[config.mk]
export PLATFORM = sky130hd
export DESIGN_NAME = conv_8x32_ctrl
export DESIGN_NICKNAME = d
export VERILOG_FILES = /design/src/rtl/conv_8x32_ctrl.sv
export SDC_FILE = /design/constraint.sdc
export NUM_CORES = 1
export LEC_CHECK = 0
export ABC_AREA = 1
export BUFFER_PORTS_ARGS = -buffer_cell sky130_fd_sc_hd__buf_2
export CORE_ASPECT_RATIO = 0.9
export CORE_UTILIZATION = 30
export DETAILED_ROUTE_END_ITERATION = 8
export PLACE_DENSITY = 0.51
export SYNTH_ARGS = -nofsm -noshare
export SYNTH_HDL_FRONTEND = slang
export SYNTH_SLANG_ARGS = --single-unit
export TNS_END_PERCENT = 50
[constraint.sdc]
create_clock -name clk -period 5.6 [get_ports clk]
set_input_delay 1.4 -clock clk [delete_from_list [all_inputs] [get_ports clk]]
set_output_delay 1.4 -clock clk [all_outputs]
set_load 0.02 [all_outputs]
[src/rtl/conv_8x32_ctrl.sv]
// conv_8x32_ctrl
// Sequencer for the 8x32 convolution coprocessor: y[n] = sum_k h[k]*x[n-k].
// For every output index n it clears the MAC accumulator, steps through all
// kernel taps k while driving the x/h read addresses, then writes the
// accumulator to y memory at address n. Out-of-range taps are suppressed
// with mac_en=0 and an all-zero operand mask.
//
// Ports
//   clk       in   system clock, rising edge
//   rst_n     in   asynchronous active-low reset
//   start     in   run request, only honoured while idle
//   abort     in   cancel the current run (returns to idle on next edge)
//   busy      out  high from the cycle after an accepted start until DONE exits
//   done      out  one-cycle pulse when a run completes (never on abort)
//   x_addr    out  x register-file read address
//   h_addr    out  h register-file read address
//   tap_mask  out  all-ones for a valid tap, else zero; ANDed onto operands
//   acc_clr   out  clear the MAC accumulator
//   mac_en    out  accumulate the gated product this cycle
//   y_we      out  write the accumulator to y memory
//   y_addr    out  y write address (= n)
//
// Every output is decoded from registered state/counters only, so there is
// no combinational path from start/abort to any output.

`timescale 1ns/1ps

module conv_8x32_ctrl #(
  parameter int X_LEN = 32,
  parameter int H_LEN = 8,
  parameter int XA_W  = $clog2(X_LEN),
  parameter int HA_W  = $clog2(H_LEN),
  parameter int YA_W  = $clog2(X_LEN + H_LEN - 1)
) (
  input  logic            clk,
  input  logic            rst_n,
  input  logic            start,
  input  logic            abort,
  output logic            busy,
  output logic            done,
  output logic [XA_W-1:0] x_addr,
  output logic [HA_W-1:0] h_addr,
  output logic [7:0]      tap_mask,
  output logic            acc_clr,
  output logic            mac_en,
  output logic            y_we,
  output logic [YA_W-1:0] y_addr
);

  localparam int Y_LEN = X_LEN + H_LEN - 1;

  typedef enum logic [2:0] {
    IDLE,
    CLR,
    MAC,
    WRITE,
    DONE
  } state_t;

  state_t          state_reg, state_next;
  logic [YA_W-1:0] n_reg, n_next;
  logic [HA_W-1:0] k_reg, k_next;

  // n-k is formed one bit wider than n so that k>n shows up as a set MSB
  // instead of wrapping into what would look like a legal x index.
  logic [YA_W:0]   diff;
  logic            tap_ok;
  logic            tap_valid;

  always_ff @(posedge clk or negedge rst_n) begin
    if (!rst_n) begin
      state_reg <= IDLE;
      n_reg     <= '0;
      k_reg     <= '0;
    end else begin
      state_reg <= state_next;
      n_reg     <= n_next;
      k_reg     <= k_next;
    end
  end

  always_comb begin
    state_next = state_reg;
    n_next     = n_reg;
    k_next     = k_reg;
    if (abort && (state_reg != IDLE)) begin
      // abort beats every other transition, DONE included
      state_next = IDLE;
    end else begin
      case (state_reg)
        IDLE: begin
          // start together with abort is refused
          if (start && !abort) begin
            state_next = CLR;
            n_next     = '0;
          end
        end
        CLR: begin
          k_next     = '0;
          state_next = MAC;
        end
        MAC: begin
          if (k_reg == HA_W'(H_LEN - 1)) begin
            state_next = WRITE;
          end else begin
            k_next = k_reg + HA_W'(1);
          end
        end
        WRITE: begin
          if (n_reg == YA_W'(Y_LEN - 1)) begin
            state_next = DONE;
          end else begin
            n_next     = n_reg + YA_W'(1);
            state_next = CLR;
          end
        end
        DONE: begin
          state_next = IDLE;
        end
        default: begin
          state_next = IDLE;
        end
      endcase
    end
  end

  assign diff      = {1'b0, n_reg} - (YA_W + 1)'(k_reg);
  assign tap_ok    = !diff[YA_W] && (diff < (YA_W + 1)'(X_LEN));
  assign tap_valid = (state_reg == MAC) && tap_ok;

  assign busy    = (state_reg != IDLE);
  assign done    = (state_reg == DONE);
  assign acc_clr = (state_reg == CLR);
  assign mac_en  = tap_valid;
  assign y_we    = (state_reg == WRITE);
  assign y_addr  = (state_reg == WRITE) ? n_reg : '0;
  assign h_addr  = (state_reg == MAC) ? k_reg : '0;
  assign x_addr  = (state_reg == MAC) ? diff[XA_W-1:0] : '0;

  for (genvar gi = 0; gi < 8; gi++) begin : g_mask
    assign tap_mask[gi] = tap_valid;
  end

endmodule

==> results of run 1 <==
layout make-up:
type | instances | area (um2) | area share
timing repair buffer | 30 | 150 | 0.125
inverter | 19 | 71.3 | 0.0595
clock buffer | 3 | 41.3 | 0.0344
tap | 42 | 52.6 | 0.0438
multi-input combinational | 114 | 583 | 0.486
sequential | 12 | 300 | 0.251
kinds of logic (layout without fill, tap and decap cells):
family | count (synthesis) | in the layout | share of synthesized area
XOR/XNOR | 3 | 3 | 0.0257
flip-flops | 12 | 12 | 0.293
buffers and inverters | 29 | 52 | 0.137
adder cells (fa/ha/maj) | 8 | 8 | 0.105
AND/OR/NAND/NOR | 93 | 93 | 0.390
AO/OA/AOI/OAI | 10 | 10 | 0.0489
per-stage QoR:
step	std cells	cell area, um2	power [uW]	util	hold WS, ns
5_1_grt	220	1200	592	0.379	0.578
2_1_floorplan	155	1020	405	-	0.470
3_5_place_dp	217	1160	465	0.366	0.512
4_1_cts	220	1200	546	0.379	0.522
3_3_place_gp	217	1160	462	0.366	0.504
6_report	220	1200	539	0.379	0.516
final timing paths:
kind | startpoint | end | slack, ns | cells past startpoint
hold reg to reg | k_reg[2]$_DFFE_PN0P_ | k_reg[2]$_DFFE_PN0P_ | 0.52 | 2
setup reg to reg | state_reg[2]$_DFFE_PN0P_ | n_reg[5]$_DFFE_PN0P_ | 4.02 | 6
max in group asynchronous | rst_n | n_reg[1]$_DFFE_PN0P_ | 4.34 | 1
setup / recovery | n_reg[0]$_DFFE_PN0P_ | tap_mask[2] | 1.89 | 11
min in group asynchronous | rst_n | k_reg[0]$_DFFE_PN0P_ | 1.04 | 1
hold / removal | k_reg[2]$_DFFE_PN0P_ | k_reg[2]$_DFFE_PN0P_ | 0.52 | 2
worst reg2reg max path: stages, from the launching register on:
cell and delay [ns]:
dfrtp_1 0.39, inv_1 0.20, nand3_2 0.32, o21ai_1 0.25, nand3_2 0.16, nand2_1 0.09, nand2_1 0.06
power groups by stage:
stage               Sequential, uW  Clock, uW  Combinational [uW]
finish                         130       78.2                 331
global placement               131          0                 331
floorplan                      126          0                 280
global route                   134       84.1                 374
CTS                            130       81.2                 335
detailed placement             131          0                 333
metal layers:
metal | vias up | track usage | routed length (um) | share of wire
li1 | 517 | - | - | -
met1 | 419 | 0.204 | 1260 | 0.54
met2 | 24 | 0.219 | 949 | 0.41
met3 | 4 | 0.0300 | 96 | 0.041
met4 | 0 | 0.0682 | 34 | 0.015
met5 | - | 0 | 0 | 0
synth_stat cells:
cell type | instances | share of area
buf_2 | 1 | 0.0049
buf_4 | 8 | 0.059
xor2_1 | 2 | 0.017
dfrtp_1 | 12 | 0.29
nor2_1 | 31 | 0.11
nor3_1 | 2 | 0.0098
nand2_1 | 43 | 0.16
nor2_2 | 1 | 0.0061
nand3_2 | 2 | 0.020
nand2_2 | 2 | 0.012
nand3_1 | 10 | 0.049
xnor2_1 | 1 | 0.0086
clkbuf_1 | 1 | 0.0037
a21oi_1 | 3 | 0.015
o21ai_1 | 3 | 0.015
ha_1 | 7 | 0.086
inv_1 | 19 | 0.070
nand3b_2 | 1 | 0.011
fa_1 | 1 | 0.020
o21ai_0 | 4 | 0.020
nor2_4 | 1 | 0.011
==> flow_metrics.tcl, run 1 <==
set metrics [dict create \
    run_status "complete, no violations" \
    grt_util_all_layers 0.147 \
    place.port_buffers 30 \
    clk_path_buf_depth 2 \
    grt.overflow.total 0 \
    powerDensity_mw_per_mm2 450 \
    timing.fmax_mhz 269 \
    clock_tree.root_cell "clkbuf_8" \
    vias_in_the_first_global_route 879 \
    drt-initial-drc-count 36 \
    ys_ff_latch 12 \
    postCtsSetupBuffers 0 \
    worstHoldPathType "reg2reg" \
    drv_cap 0 \
    globalplace.congestion 0.839 \
    power.switching_fraction 0.525 \
    path_class "reg2out" \
    drv_slew 0 \
    switching_power_uw 283 \
    worst_skew_pair.late_latency_ns 0.24 \
    final_hold_viol_count 0 \
    clockPowerShare 0.145 \
    highest_count_cells_in_the_layout_ignoring_fill_and_taps "43 x nand2_1, 31 x nor2_1, 30 x buf_2" \
    power.internal_uw 256 \
    critPathRequiredTime_ns 4.20 \
    die_area_mm2 0.00365 \
    worst_clock_skew_ns 0.00295 \
    timing.critical_path.slowest_cell_delay_ns 0.40 \
    path_common_cell "inv_1" \
    cts.sink_count 12 \
    cp-end-kind "output port" \
    static-leakage-power_uw 0.000684 \
    vias_per_cell 4.38 \
    timing.critical_path.arrival_ns 2.31 \
    vdd.ir_drop.worst_uv 167 \
    setup-tns-final_ns 0 \
    grt_setup_unrepaired "no" \
    antenna_violating_nets_post_route 0 \
    tightestPinTransition_ns 0.352 \
    detail_route.drc_violations 0 \
    critical_path_s_slowest_cell "dfrtp_1" \
    num_rows 19 \
    timing.final.setup_violations 0 \
    initial_core_util 0.324 \
    cts_hold_buffers 0 \
    timing.slew.headroom 0.764 \
    timing.critical_path.buf_inv 4 \
    startpoint_type "register" \
    synthCells 155 \
    h-tree-depth 1 \
    die_x_um 63.6 \
    share_seq_of_total_power 0.241 \
    yosys.cell_types.count 21 \
    post_drt_wl_per_cell_um 10.6 \
    cp_top_family "adder cells" \
    syn-num-nets 167 \
    final_common_cell "nand2_1" \
    cp_cell_sequence "inv_1 -> ha_1 -> fa_1 -> inv_1 -> nand2_1 -> nand2_1 -> nor2_1 -> o21ai_0 -> inv_1 -> nor2_1 -> buf_2" \
    num-fill-cells 362 \
    synthesis.area_per_instance_um2 6.60 \
    floorplan.die.height_um 57.4 \
    number_of_iterations_in_the_first_detailed_routing_pass 4 \
    layout.nets 192 \
    maximum_number_of_pins_on_one_net_before_global_route_repair 16 \
    grt_pass1_wl_um 4130 \
    route.final.wire_length_um 2340 \
    setup_ws_ns 1.89 \
    dp_hpwl_um 1820 \
    clk_pin_slew_worst_paths_ns 0.05 \
    area_added_between_synthesis_and_finish_pct 17.1 \
    power_frac_comb 0.614 \
    cts_tree "built" \
    netlist_area_mm2 0.00102 \
    antenna_found_initial 0 \
    synth_warnings 0 \
    cts_inserted_buffers 3 \
    io_pins 31 \
    finalCritPeriodShare 0.663 \
    path_max_fanout 9 \
    post_placement_setup_slack_ns 2.10 \
    number_of_cells_upsized_or_downsized_after_cts 0 \
    fin_crit_ns 3.71 \
    core_mm2 0.00316 \
    largest_register_ffs 6 \
    vias 964 \
    synth_sequential_area_ratio 0.293 \
    layout-drive-gt1-share 0.225 \
    diodes 0 \
]
(Power assumes the default switching activity.)
==> run 2: changes to the inputs <==
Settings changed: ABC_AREA 1 to 0, PLACE_DENSITY 0.51 to 0.52.
Clock period 5.6 ns to 3.8 ns, I/O delays scaled along.
==> run 2 against run 1 <==
Via count fell by 13%. Global-route usage decreased by 2.1 points. Die area decreased by 1.9%. Wire length fell by 11%. Setup slack lost 1.4 ns. Utilization is 0.22 points lower. Clock power up 83%. Clock skew about the same. Sequential share of layout area increased by 0.53 points. Cell count shrank 19%. Sequential cell count unchanged.
==> flow_metrics.tcl, run 2 <==
set metrics [dict create \
    run_status "complete, no violations" \
    core_mm2 0.00311 \
    syn-num-nets 129 \
    finalCritPeriodShare 0.873 \
    floorplan.die.height_um 56.9 \
    vias_in_the_first_global_route 755 \
    maximum_number_of_pins_on_one_net_before_global_route_repair 13 \
    path_class "reg2out" \
    cts_hold_buffers 0 \
    synthCells 117 \
    static-leakage-power_uw 0.000598 \
    synthesis.area_per_instance_um2 8.58 \
    antenna_violating_nets_post_route 0 \
    hold-path-cell-count 1 \
    layout-drive-gt1-share 0.277 \
    area_added_between_synthesis_and_finish_pct 17.0 \
    critPathRequiredTime_ns 2.85 \
    cp-end-kind "output port" \
    synth_common_cells "12 x dfrtp_1, 10 x nor2_1, 8 x buf_4" \
    number_of_enable_type_register_cells_in_the_synthesized_netlist 0 \
    critical_path_s_slowest_cell "fa_1" \
    reg_to_reg_critical_path_endpoint "n_reg[5]$_DFFE_PN0P_" \
    synth_flop_cell "dfrtp_1" \
    timing.fmax_mhz 302 \
    final_hold_viol_count 0 \
    cp_cell_sequence "inv_1 -> ha_1 -> fa_1 -> or3_1 -> a31oi_1 -> buf_2" \
    clk_pin_slew_worst_paths_ns 0.05 \
    die_area_mm2 0.00358 \
    cts_tree "built" \
    grt_pass1_wl_um 3530 \
    timing.final.setup_violations 0 \
    clockPowerShare 0.281 \
    vdd.ir_drop.worst_uv 265 \
    layout.nets 150 \
    rrSetupSlack_ns 1.97 \
    reg2reg_from "state_reg[1]$_DFFE_PN0P_" \
    final_util 0.377 \
    synthTopCellsByArea "dfrtp_1 30%, ha_1 8.7%, buf_4 6.0%" \
    synth_sequential_area_ratio 0.299 \
    synthMostInstantiatedCell "dfrtp_1" \
    dp_hpwl_um 1630 \
    number_of_cells_upsized_or_downsized_after_cts 0 \
    synth_warnings 0 \
    timing.slew.headroom 0.688 \
    drv_cap 0 \
    vias_per_cell 4.68 \
    startpoint_type "register" \
    dp.cells 175 \
    hold_path_startpoint "k_reg[2]$_DFFE_PN0P_" \
    drv_slew 0 \
    synth-async-reset-ratio 1.00 \
    ys_ff_latch 12 \
    yosys.area.top_type_share 0.299 \
    powerDensity_mw_per_mm2 434 \
    setup_ws_ns 0.484 \
    clock_tree.root_cell "clkbuf_8" \
    detail_route.drc_violations 0 \
    grt_util_all_layers 0.126 \
    cts.sink_count 12 \
    fin_crit_ns 3.32 \
    die_x_um 63.0 \
    setup-tns-final_ns 0 \
    h-tree-depth 1 \
    timing.critical_path.slowest_cell_delay_ns 0.41 \
    grt.overflow.total 0 \
    cts_inserted_buffers 3 \
    highest_count_cells_in_the_layout_ignoring_fill_and_taps "30 x buf_2, 12 x dfrtp_1, 10 x nor2_1" \
    instances_no_fill 179 \
    worst_clock_skew_ns 0.00277 \
    worstHoldEndpoint "k_reg[2]$_DFFE_PN0P_" \
    antenna_found_initial 0 \
    worstRegToRegCells 4 \
    tightestPinTransition_ns 0.467 \
    diodes 0 \
    power.internal_uw 322 \
    globalplace.congestion 0.773 \
    power_frac_comb 0.397 \
    synth_top_area_cell "dfrtp_1" \
    num-fill-cells 335 \
    clk_path_buf_depth 2 \
    grt_setup_unrepaired "no" \
    initial_core_util 0.322 \
    place.port_buffers 30 \
    vias 838 \
    num_rows 19 \
    share_seq_of_total_power 0.322 \
    worst_skew_pair.late_latency_ns 0.25 \
    post_drt_wl_per_cell_um 11.6 \
    postCtsSetupBuffers 0 \
    drt-initial-drc-count 27 \
    netlist_area_mm2 0.00100 \
    yosys.cell_types.count 35 \
    number_of_iterations_in_the_first_detailed_routing_pass 4 \
    largest_register_ffs 6 \
    path_max_fanout 9 \
    switching_power_uw 187 \
    route.final.wire_length_um 2080 \
    worstHoldPathType "reg2reg" \
    io_pins 31 \
    final_common_cell "buf_2" \
    post_placement_setup_slack_ns 0.736 \
    power.switching_fraction 0.368 \
    timing.critical_path.arrival_ns 2.37 \
]
-- run 2: per-layer routing --
metal  routed length (um)  vias up  global-route usage
met2                  883       21               0.184
met4                    9        0              0.0199
met3                  115        2              0.0488
met5                    0        -                   0
met1                 1070      377               0.176
li1                     -      438                   -
-- run 2: worst max-delay path: cells and delay by family (launching register included) --
kind | cells | cell delay, ns
fa+ha+maj | 2 | 0.64
flops | 1 | 0.36
compound gates | 1 | 0.40
buf+inv | 2 | 0.36
simple gates | 1 | 0.35
-- run 2: logic make-up (layout without fill, tap and decap cells) --
group,count (synthesis),in the layout,share of synthesized area
buffers and inverters,20,40,0.110
AOI/OAI and AO/OA,17,17,0.111
DFF,12,12,0.299
xor gates and xnor gates,2,2,0.0175
and+or+nand+nor,52,52,0.294
muxes,6,6,0.0611
adders and majority gates,8,8,0.107
-- run 2: area by class of cell --
type                    instances  area, um2  share of cell area
clock buffers                   4       55.1              0.0469
inverters                       6       22.5              0.0192
multi-input cells              85        593               0.505
flip-flops and latches         12        300               0.256
well taps                      42       52.6              0.0448
repair buffers                 30        150               0.128
-- run 2: worst max-delay path by stage --
stage | cells after the start | slack [ns] | end | start
after floorplan | 6 | 0.51 | tap_mask[0] | n_reg[0]$_DFFE_PN0P_
after global placement | 6 | 0.81 | mac_en | n_reg[0]$_DFFE_PN0P_
after detailed placement | 6 | 0.74 | tap_mask[7] | n_reg[0]$_DFFE_PN0P_
after CTS | 6 | 0.46 | tap_mask[7] | n_reg[0]$_DFFE_PN0P_
after global routing | 6 | 0.32 | tap_mask[7] | n_reg[0]$_DFFE_PN0P_
final | 6 | 0.48 | tap_mask[7] | n_reg[0]$_DFFE_PN0P_
-- run 2: power groups by stage --
stage                     Sequential [uW]  Clock [uW]  Combinational, uW
final                                 164         143                202
after global routing                  167         153                231
after CTS                             165         146                204
after detailed placement              167           0                204
after global placement                166           0                201
after floorplan                       158           0                178
-- run 2: through the flow --
step	hold WS [ns]	instance area (um2)	power (uW)
3_3_place_gp	0.513	1120	367
5_1_grt	0.581	1170	552
4_1_cts	0.535	1170	514
3_5_place_dp	0.515	1120	370
2_1_floorplan	0.494	1000	335
6_report	0.530	1170	509
==> run 3: changes to the inputs <==
Settings changed: BUFFER_PORTS_ARGS -buffer_cell sky130_fd_sc_hd__buf_2 to -buffer_cell sky130_fd_sc_hd__clkbuf_2.
==> run 3 against run 2 <==
Clock-buffer cell count is the same. Sequential cell count did not move. Utilization did not move. Critical path depth unchanged. Wire length fell by 0.48%. Design area unchanged. Combinational power about the same.
==> flow_metrics.tcl, run 3 (synthesis gave the netlist of run 2 again) <==
set metrics [dict create \
    finalCritPeriodShare 0.895 \
    number_of_cells_upsized_or_downsized_after_cts 0 \
    worstRegToRegCells 4 \
    clockPowerShare 0.282 \
    busiest_layer "met2" \
    power_frac_comb 0.394 \
    final_common_cell "clkbuf_2" \
    worstHoldEndpoint "k_reg[2]$_DFFE_PN0P_" \
    share_seq_of_total_power 0.324 \
    largest_register_ffs 6 \
    io_pins 31 \
    vias_in_the_first_global_route 750 \
    route.final.wire_length_um 2070 \
    hold_path_startpoint "k_reg[2]$_DFFE_PN0P_" \
    worstHoldPathType "reg2reg" \
    grt_util_all_layers 0.127 \
    diodes 0 \
    num_rows 19 \
    number_of_iterations_in_the_first_detailed_routing_pass 4 \
    path_max_fanout 9 \
    die_area_mm2 0.00358 \
    cts_hold_buffers 0 \
    clk_pin_slew_worst_paths_ns 0.06 \
    power.internal_uw 321 \
    dp_hpwl_um 1640 \
    globalplace.congestion 0.760 \
    vias 827 \
    drv_slew 0 \
    clock_tree.root_cell "clkbuf_8" \
    grt_pass1_wl_um 3530 \
    cts.sink_count 12 \
    grt.overflow.total 0 \
    total_power_uw 506 \
    cts_inserted_buffers 3 \
    h-tree-depth 1 \
    globalRouteMet3Util 0.0427 \
    static-leakage-power_uw 0.000576 \
    die_x_um 63.0 \
    tightestPinTransition_ns 0.572 \
    powerDensity_mw_per_mm2 431 \
    timing.final.setup_violations 0 \
    floorplan.die.height_um 56.9 \
    clk_path_buf_depth 2 \
    core_mm2 0.00311 \
    worst_clock_skew_ns 0.00191 \
    drv_cap 0 \
    hold-path-cell-count 1 \
    power.switching_fraction 0.365 \
    vias_per_cell 4.62 \
    final_hold_viol_count 0 \
    rrSetupSlack_ns 1.99 \
    path_class "reg2out" \
    postCtsSetupBuffers 0 \
    instances_no_fill 179 \
    layout.nets 150 \
    antenna_found_initial 0 \
    initial_core_util 0.322 \
    startpoint_type "register" \
    global_route.usage.met2 0.192 \
    timing.fmax_mhz 294 \
    reg_to_reg_critical_path_endpoint "n_reg[4]$_DFFE_PN0P_" \
    timing.slew.headroom 0.617 \
    setup-tns-final_ns 0 \
    switching_power_uw 185 \
    drt-initial-drc-count 20 \
    critPathRequiredTime_ns 2.85 \
    cp-end-kind "output port" \
    fin_crit_ns 3.40 \
    highest_count_cells_in_the_layout_ignoring_fill_and_taps "30 x clkbuf_2, 12 x dfrtp_1, 10 x nor2_1" \
    timing.critical_path.arrival_ns 2.45 \
    grt_util_met1 0.173 \
    worst_skew_pair.late_latency_ns 0.24 \
    detail_route.drc_violations 0 \
    cts_tree "built" \
    area_added_between_synthesis_and_finish_pct 17.0 \
    dp.cells 175 \
    maximum_number_of_pins_on_one_net_before_global_route_repair 13 \
    vdd.ir_drop.worst_uv 279 \
    reg2reg_from "state_reg[1]$_DFFE_PN0P_" \
    layout-drive-gt1-share 0.277 \
    grt_setup_unrepaired "no" \
    run_status "complete, no violations" \
    post_drt_wl_per_cell_um 11.6 \
    place.port_buffers 30 \
    antenna_violating_nets_post_route 0 \
]
==> run 3: how the worst max path moves through the flow <==
stage / start / end / slack, ns / depth (start not counted)
floorplan: n_reg[0]$_DFFE_PN0P_ / tap_mask[0] / 0.51 / 6
global placement: n_reg[0]$_DFFE_PN0P_ / mac_en / 0.73 / 6
detailed placement: n_reg[0]$_DFFE_PN0P_ / tap_mask[5] / 0.66 / 6
CTS: n_reg[0]$_DFFE_PN0P_ / tap_mask[5] / 0.38 / 6
global route: n_reg[0]$_DFFE_PN0P_ / tap_mask[3] / 0.23 / 6
finish: n_reg[0]$_DFFE_PN0P_ / tap_mask[5] / 0.40 / 6
==> run 3: worst max-delay path, cell delays in order, from the launching register on <==
cell	delay, ns
dfrtp_1	0.36
inv_1	0.10
ha_1	0.23
fa_1	0.41
or3_1	0.36
a31oi_1	0.48
clkbuf_2	0.27
==> run 3: metrics by stage <==
step | cell area (um2) | hold slack, ns | util | setup WS, ns
after CTS | 1170 | 0.536 | 0.377 | 0.377
after global routing | 1170 | 0.558 | 0.377 | 0.232
after floorplan | 1000 | 0.494 | - | 0.512
final | 1170 | 0.538 | 0.377 | 0.397
after detailed placement | 1120 | 0.515 | 0.359 | 0.663
after global placement | 1120 | 0.513 | 0.359 | 0.732
==> run 3: cell type report <==
cell class                      count  area, um2
Timing Repair Buffer               30        150
Fill cell                         333       1940
Sequential cell                    12        300
Tap cell                           42       52.6
Clock buffer                        4       55.1
Inverter                            6       22.5
Multi-Input combinational cell     85        593
==> run 3: power by group through the flow <==
stage	Clock [uW]	Combinational, uW	Sequential (uW)
global placement	0	202	166
floorplan	0	178	158
CTS	146	203	164
detailed placement	0	202	167
finish	143	199	164
global route	151	230	167
==> run 3: metal layers <==
metal	up-vias	routed length [um]
met5	-	0
met4	0	6
met3	2	97
met2	18	899
met1	372	1070
li1	435	-
